<file path="src/rtl/writeback_unit.sv">
// Result writeback: buffers ALU/load results, extends loads, round-robins one regfile write per cycle.
// Latency: an entry accepted at edge N is presented at the write port in cycle N+1 at the earliest.
// Backpressure: a source's ready follows its FIFO fullness; write_ready low holds the selected head in place.
module wb_fifo #(
    parameter int W     = 8,
    parameter int DEPTH = 2
) (
    input  logic         clk,
    input  logic         reset,
    input  logic         push_vld,
    input  logic [W-1:0] push_dat,
    input  logic         pop,
    output logic [W-1:0] head_dat,
    output logic         full,
    output logic         empty
);
    localparam int AW = $clog2(DEPTH);

    logic [W-1:0]  mem [DEPTH];
    logic [AW-1:0] rd_ptr;
    logic [AW-1:0] wr_ptr;
    logic [AW:0]   cnt;
    logic          do_push;
    logic          do_pop;

    assign full     = (cnt == (AW+1)'(DEPTH));
    assign empty    = (cnt == '0);
    assign do_push  = push_vld && !full;
    assign do_pop   = pop && !empty;
    assign head_dat = mem[rd_ptr];

    // DEPTH is a power of two, so the pointers wrap naturally.
    always_ff @(posedge clk) begin
        if (reset) begin
            rd_ptr <= '0;
            wr_ptr <= '0;
            cnt    <= '0;
        end else begin
            if (do_push) wr_ptr <= wr_ptr + 1'b1;
            if (do_pop)  rd_ptr <= rd_ptr + 1'b1;
            if (do_push && !do_pop)      cnt <= cnt + 1'b1;
            else if (do_pop && !do_push) cnt <= cnt - 1'b1;
        end
    end

    always_ff @(posedge clk) begin
        if (do_push) mem[wr_ptr] <= push_dat;
    end
endmodule

// Writeback front end: per-source FIFOs, round-robin arbitration, x0 writes dropped after popping.
// Latency: one cycle minimum from alu_*/ld_* acceptance to the write port; no combinational input path.
// Backpressure: x_ready = FIFO not full (forced low in reset); pops only when write_ready is high.
module writeback_unit #(
    parameter int DEPTH = 2,
    parameter int CNT_W = 32
) (
    input  logic             clk,
    input  logic             reset,
    input  logic             alu_valid,
    output logic             alu_ready,
    input  logic [4:0]       alu_rd,
    input  logic [63:0]      alu_value,
    input  logic             ld_valid,
    output logic             ld_ready,
    input  logic [4:0]       ld_rd,
    input  logic [63:0]      ld_data,
    input  logic [1:0]       ld_size,
    input  logic             ld_unsigned,
    output logic             write_enable,
    output logic [4:0]       write_register,
    output logic [63:0]      write_value,
    input  logic             write_ready,
    output logic [CNT_W-1:0] retired_count,
    output logic             idle
);
    typedef struct packed {
        logic [4:0]  rd;
        logic [63:0] value;
    } alu_ent_t;

    typedef struct packed {
        logic [4:0]  rd;
        logic [63:0] data;
        logic [1:0]  size;
        logic        is_unsigned;
    } ld_ent_t;

    function automatic logic [63:0] extend(input logic [63:0] d, input logic [1:0] size,
                                           input logic uns);
        logic [63:0] r;
        case (size)
            2'd0:    r = {{56{~uns & d[7]}},  d[7:0]};
            2'd1:    r = {{48{~uns & d[15]}}, d[15:0]};
            2'd2:    r = {{32{~uns & d[31]}}, d[31:0]};
            default: r = d;
        endcase
        return r;
    endfunction

    alu_ent_t alu_in, alu_head;
    ld_ent_t  ld_in, ld_head;
    logic     alu_full, alu_empty, ld_full, ld_empty;
    logic     sel_alu, sel_ld, pop_alu, pop_ld;
    logic     rr_last_ld;

    assign alu_in    = '{rd: alu_rd, value: alu_value};
    assign ld_in     = '{rd: ld_rd, data: ld_data, size: ld_size, is_unsigned: ld_unsigned};
    assign alu_ready = !reset && !alu_full;
    assign ld_ready  = !reset && !ld_full;

    wb_fifo #(.W($bits(alu_ent_t)), .DEPTH(DEPTH)) u_alu_fifo (
        .clk      (clk),
        .reset    (reset),
        .push_vld (alu_valid && alu_ready),
        .push_dat (alu_in),
        .pop      (pop_alu),
        .head_dat (alu_head),
        .full     (alu_full),
        .empty    (alu_empty)
    );

    wb_fifo #(.W($bits(ld_ent_t)), .DEPTH(DEPTH)) u_ld_fifo (
        .clk      (clk),
        .reset    (reset),
        .push_vld (ld_valid && ld_ready),
        .push_dat (ld_in),
        .pop      (pop_ld),
        .head_dat (ld_head),
        .full     (ld_full),
        .empty    (ld_empty)
    );

    // On a tie the source that did not win last goes next; reset suppresses any selection.
    assign sel_alu = !reset && !alu_empty && (ld_empty || rr_last_ld);
    assign sel_ld  = !reset && !ld_empty && (alu_empty || !rr_last_ld);
    assign pop_alu = sel_alu && write_ready;
    assign pop_ld  = sel_ld && write_ready;

    always_comb begin
        write_register = '0;
        write_value    = '0;
        if (sel_alu) begin
            write_register = alu_head.rd;
            write_value    = alu_head.value;
        end else if (sel_ld) begin
            write_register = ld_head.rd;
            write_value    = extend(ld_head.data, ld_head.size, ld_head.is_unsigned);
        end
    end

    assign write_enable = (pop_alu || pop_ld) && (write_register != 5'd0);
    assign idle         = alu_empty && ld_empty;

    always_ff @(posedge clk) begin
        if (reset) begin
            rr_last_ld    <= 1'b1;
            retired_count <= '0;
        end else if (pop_alu || pop_ld) begin
            rr_last_ld    <= pop_ld;
            retired_count <= retired_count + CNT_W'(1);
        end
    end
endmodule

</file>
<file path="config.mk">
export PLATFORM = sky130hd
export DESIGN_NAME = writeback_unit
export DESIGN_NICKNAME = d
export VERILOG_FILES = /design/src/rtl/writeback_unit.sv
export SDC_FILE = /design/constraint.sdc
export NUM_CORES = 1
export LEC_CHECK = 0
export CORE_UTILIZATION = 52
export CTS_CLUSTER_SIZE = 25
export DETAILED_ROUTE_END_ITERATION = 6
export HOLD_SLACK_MARGIN = 0.15
export MAX_ROUTING_LAYER = met4
export PLACE_DENSITY = 0.79
export SLEW_MARGIN = 0
export SYNTH_ARGS = -nofsm -noshare
export SYNTH_HDL_FRONTEND = slang
export SYNTH_HIERARCHICAL = 1
export SYNTH_SLANG_ARGS = --single-unit
</file>
<file path="constraint.sdc">
create_clock -name clk -period 4.6 [get_ports clk]
set_input_delay 0.92 -clock clk [delete_from_list [all_inputs] [get_ports clk]]
set_output_delay 0.92 -clock clk [all_outputs]
set_load 0.01 [all_outputs]
</file>
## After elaboration in Yosys (flattened, before gate mapping)

Memory sizes are Yosys's and may differ from the RTL's. A register that Yosys moved wholly into a read port is not among the register bits.
Index checks and enable logic that the tools add are counted.

- Register bits: 41
- Latch bits: 0
- Memory bits (writable): 282
- ROM bits: 0
- Logic and storage cells: 83
- Memories: 2

Memory list:

| memory | depth | width | rd ports | clocked after Yosys merged registers in | wr ports | RTL line | text |
|---|---|---|---|---|---|---|---|
| u_ld_fifo.mem | 2 | 72 | 1 | 1 | 1 | 19 | `logic [W-1:0] mem [DEPTH];` |
| u_alu_fifo.mem | 2 | 69 | 1 | 1 | 1 | 19 |  |

- Add/sub/neg operators: 9
- Multiply operators: 0
- Divide/modulo/power cells: 0
- Order comparisons: 0
- Equal/unequal tests: 4
- Shift-type cells: 0
- Mux-type cells: 17
- Bitwise operators: 4
- Reductions and logical operators: 39

Operators with widths:

| kind | count |
|---|---|
| 64-bit one-hot mux with 3 select lines | 1 |
| 64-bit two-way mux | 2 |
| 32-bit by 1-bit adder with 32-bit output, second input constant | 1 |
| 1-bit logical AND | 20 |
| 1-bit logical NOT | 10 |
| 5-bit two-way mux | 2 |
| 1-bit two-way mux | 8 |
| 2-bit two-way mux | 4 |
| 2-bit equality test, second input constant | 3 |
| 2-bit logical NOT | 3 |
| 5-bit nonzero test | 1 |
| 1-bit adder, second input constant | 4 |
| 2-bit by 1-bit adder with 2-bit output, second input constant | 2 |
| 2-bit nonzero test | 2 |
| 2-bit by 1-bit subtractor with 2-bit output, second input constant | 2 |
| 1-bit bitwise AND | 3 |
| 1-bit logical OR | 3 |
| 2-bit by 1-bit equality test with 1-bit output, second input constant | 1 |
| 1-bit inverter | 1 |

## Logic depth before layout (Yosys ltp)

- Word-level depth: 9
- Gate-level depth with buffers: 11
- Mapped depth without buffers: 9

## Hierarchy

Netlist, hierarchy kept.

Modules (own cells, without submodules):

| module | instances | cells an instance | area each (um^2) | seq. area each (um^2) |
|---|---|---|---|---|
| wb_fifo at u_ld_fifo | 1 | 249 | 5402.7 | 4424.2 |
| wb_fifo at u_alu_fifo | 1 | 240 | 5235.0 | 4244.1 |
| writeback_unit | 1 | 405 | 2667.6 | 660.6 |

## Worst setup path after synthesis

OpenSTA, ideal clock, no wires.

- Path kind: input -> register
- From: in reset
- To: mem u_ld_fifo/mem[1][0] (netlist bit) (enable)
- Data arrival time: 3.318 ns
- Data required time: 4.162 ns
- Setup slack: 0.844 ns
- Stages: 6
- Path buffers: 1
- Cells stage by stage: buf_2 -> nor2_1 -> and2_1 -> inv_1 -> nor2_1 -> and2_1

- Word-level cells in the longest chain between the ends: 6

RTL lines:

| what | RTL line | text |
|---|---|---|
| start, declared | 59 | `input logic reset,` |
| 1-bit logical NOT | 110 | `assign ld_ready = !reset && !ld_full;` |
| 1-bit logical AND | 110 |  |
| net ld_ready | 65 | `output logic ld_ready,` |
| 1-bit logical AND | 126 | `.push_vld (ld_valid && ld_ready),` |
| 1-bit logical AND | 28 | `assign do_push = push_vld && !full;` |
| net u_ld_fifo.do_push | 23 | `logic do_push;` |
| 1-bit two-way mux | 47 | `if (do_push) mem[wr_ptr] <= push_dat;` |
| 1-bit two-way mux (not written as such) | 47 |  |
| end, declared | 19 |  |

The timed path passes the listed nets, and every way through them passes these cells.

==> impl_metrics.toml <==
[global_route]
grt_start_max_net_pins = 45
grt_pass1_wl_mm = 46.2
grt_antenna_before_repair = 1
grt_overflow = 0
grt_pass1_vias = 8395
grt_usage = 0.239

[cts]
clockBufferDepth = 3
hold_buffers = 0
worstSkewPairLatency_ps = 500
root_buffer = "clkbuf_16"
cts_resized = 0
cts_buffers = 35
cts_max_level = 2
post-cts-setup-buffers = 0
cts_sinks = 325
clk_pin_slew_ps = 60
cts_tree = "done"

[final_layout]
nNetsFinal = 1302
final_util = 0.686
drive_gt1_frac = 0.188
syn_to_final_growth_pct = 29.4

[synth]
syn_avg_cell_area_sq_um = 14.9
syn-num-nets = 1043
yosys_warnings = 6
ys_ff_latch = 325
synth_edf_count = 282
synthDistinctLibCells = 44
ys_seq_area_frac = 0.701
async_flop_share = 0
syn_inst = 894
syn_area_sq_mm = 0.0133
synth_flop_cell = "edfxtp_1"

[detailed_routing]
vias_per_cell = 5.51
drtIter0Drc = 660
dr_total_vias = 8310
finalWirelength_mm = 30.4
drc = 0
first_pass_iters = 5
ant_nets = 0
wl_per_cell_um = 20.2

[floorplanning]
die_x_um = 162
initial_core_util = 0.530
core_area_sq_mm = 0.0251
placementRows = 58
io_pins = 251
die_h_um = 162
dieArea_sq_mm = 0.0262

[sta]
hold_viol_final = 0
rsz0062_at_grt = "no"
finalCritPeriodShare = 0.919
setup_viol = 0
finClkSkew_ps = 18.3
tightest_slew_ps = 824
min_period_ps = 4230
maxSlewHeadroom = 0.449
fmax_mhz = 237
fin_setup_tns_ps = 0
slew_violations = 0

[hold_path]
holdPathEnd = "retired_count[31]"
worstHoldPathType = "reg -> reg"
min_from = "retired_count[31]"
holdPathStages = 1

[place]
io_buffers = 250
dp_hpwl_mm = 19.7
gp_congestion = 0.784

[setup_path]
start_kind = "register"
r2r-start = "u_ld_fifo/cnt[0]"
rrSetupSlack_ps = 1700
reg2reg_to = "u_alu_fifo/cnt[1]"
crit_arrival_ps = 3310
crit_path_end_kind = "output port"
r2r_cells = 9
path_class = "reg -> out"
crit_fanout = 22
required_ps = 3680

[pwr]
p_comb_frac = 0.132
switching_share = 0.226
power.switching_mw = 1.54
p_seq_frac = 0.500
powerDensity_mw_per_mm2 = 395
max-vdd-ir-drop_uv = 310
pwr-share-clk = 0.368
p_leak_nw = 5.84
intPower_mw = 5.27

[flow_run]
cap_violations = 0

[outcome]
status = "complete, no violations"
cells in the mapped netlist (10+ instances only):
cell / instances / area share
edfxtp_1: 282 / 0.64
inv_1: 11 / 0.0031
a21oi_1: 24 / 0.0090
xnor2_1: 24 / 0.016
dfxtp_1: 43 / 0.065
nor2_1: 40 / 0.011
mux2_4: 10 / 0.011
nor4_1: 11 / 0.0052
buf_2: 22 / 0.0083
mux2_2: 131 / 0.11
o21ai_0: 65 / 0.024
nand2_1: 99 / 0.028
clkbuf_1: 18 / 0.0051
a22o_1: 21 / 0.014
metal layers:
metal  up-vias  track usage  wire, um
met1      4120        0.308     12600
li1       3859            -         -
met5         -            -         0
met3        38       0.0462      2310
met2       293        0.398     15100
met4         0       0.0446       410
worst max-delay path by stage:
stage | end | cells after the start | slack (ps)
finish | write_value[9] | 5 | 370
global route | write_value[47] | 8 | 200
CTS | write_value[9] | 5 | 330
detailed placement | write_value[47] | 7 | 360
global placement | write_value[47] | 7 | 370
floorplan | u_ld_fifo/mem[1][0] | 6 | 840
sequential cells by signal, summed over array words and instances (netlist names), named ones only:
register           cells
retired_count         32
rr_last_ld             1
u_alu_fifo/cnt         2
u_alu_fifo/mem       138
u_alu_fifo/rd_ptr      1
u_alu_fifo/wr_ptr      1
u_ld_fifo/cnt          2
u_ld_fifo/mem        144
u_ld_fifo/rd_ptr       1
u_ld_fifo/wr_ptr       1
stage by stage:
step,worst slack (ps),cell area (sq um),power [mW],cells,hold WS [ps]
after global placement,367,16200,4.34,1446,452
after detailed placement,357,16200,4.37,1446,465
after CTS,329,17200,6.87,1506,470
final,374,17200,6.81,1508,465
after global routing,201,17200,7.05,1507,496
after floorplan,844,13300,3.89,894,452
power groups by stage:
stage / Clock (mW) / Combinational (mW) / Sequential [mW]
2_1_floorplan: 0 / 0.429 / 3.46
3_3_place_gp: 0 / 0.886 / 3.45
3_5_place_dp: 0 / 0.906 / 3.46
4_1_cts: 2.55 / 0.912 / 3.40
5_1_grt: 2.67 / 0.969 / 3.41
6_report: 2.50 / 0.901 / 3.40
logic make-up (layout without fill, tap and decap cells):
family                     after synthesis  in the layout  synth area share
xor gates and xnor gates                31             31            0.0204
other                                    0              2                 0
and+or+nand+nor                        212            212            0.0761
muxes                                  145            145             0.125
DFF                                    325            325             0.701
buffers and inverters                   61            343            0.0224
adders and majority gates                3              3           0.00282
AOI/OAI and AO/OA                      117            117            0.0520
placed cells by master (no fill, tap or decap), types with 4 or more instances in the layout:
master and instances:
or3_1 8, nor2_1 40, o21ai_0 65, xnor2_1 24, buf_12 4, a22o_1 21, nor3_1 7, nand4_1 7
nand3_1 7, and3_1 5, nor4_1 11, clkinv_2 6, nand2_1 99, dfxtp_1 41, clkinv_1 12, edfxtp_1 282
buf_4 18, clkbuf_1 6, and2_1 7, clkdlybuf4s50_1 250, inv_1 9, mux2i_1 4, mux2_4 10, xor2_1 7
clkbuf_16 35, mux2_2 131, a21oi_1 24
final cells by class:
type / count / area [sq um]
clock buffer: 41 / 898
inverter: 11 / 43.8
fill: 1744 / 7890
sequential: 325 / 9340
tap: 330 / 413
antenna: 2 / 5.00
timing repair buffer: 272 / 2720
clock inverter: 19 / 111
multi-input combinational: 508 / 3700
worst max-delay path, stage by stage, from the launching register on:
cell	delay (ps)
dfxtp_4	560
mux2_2	550
or4b_2	870
nand2_1	120
a22o_1	130
clkdlybuf4s50_1	560
Power figures use the tool's default switching activity.
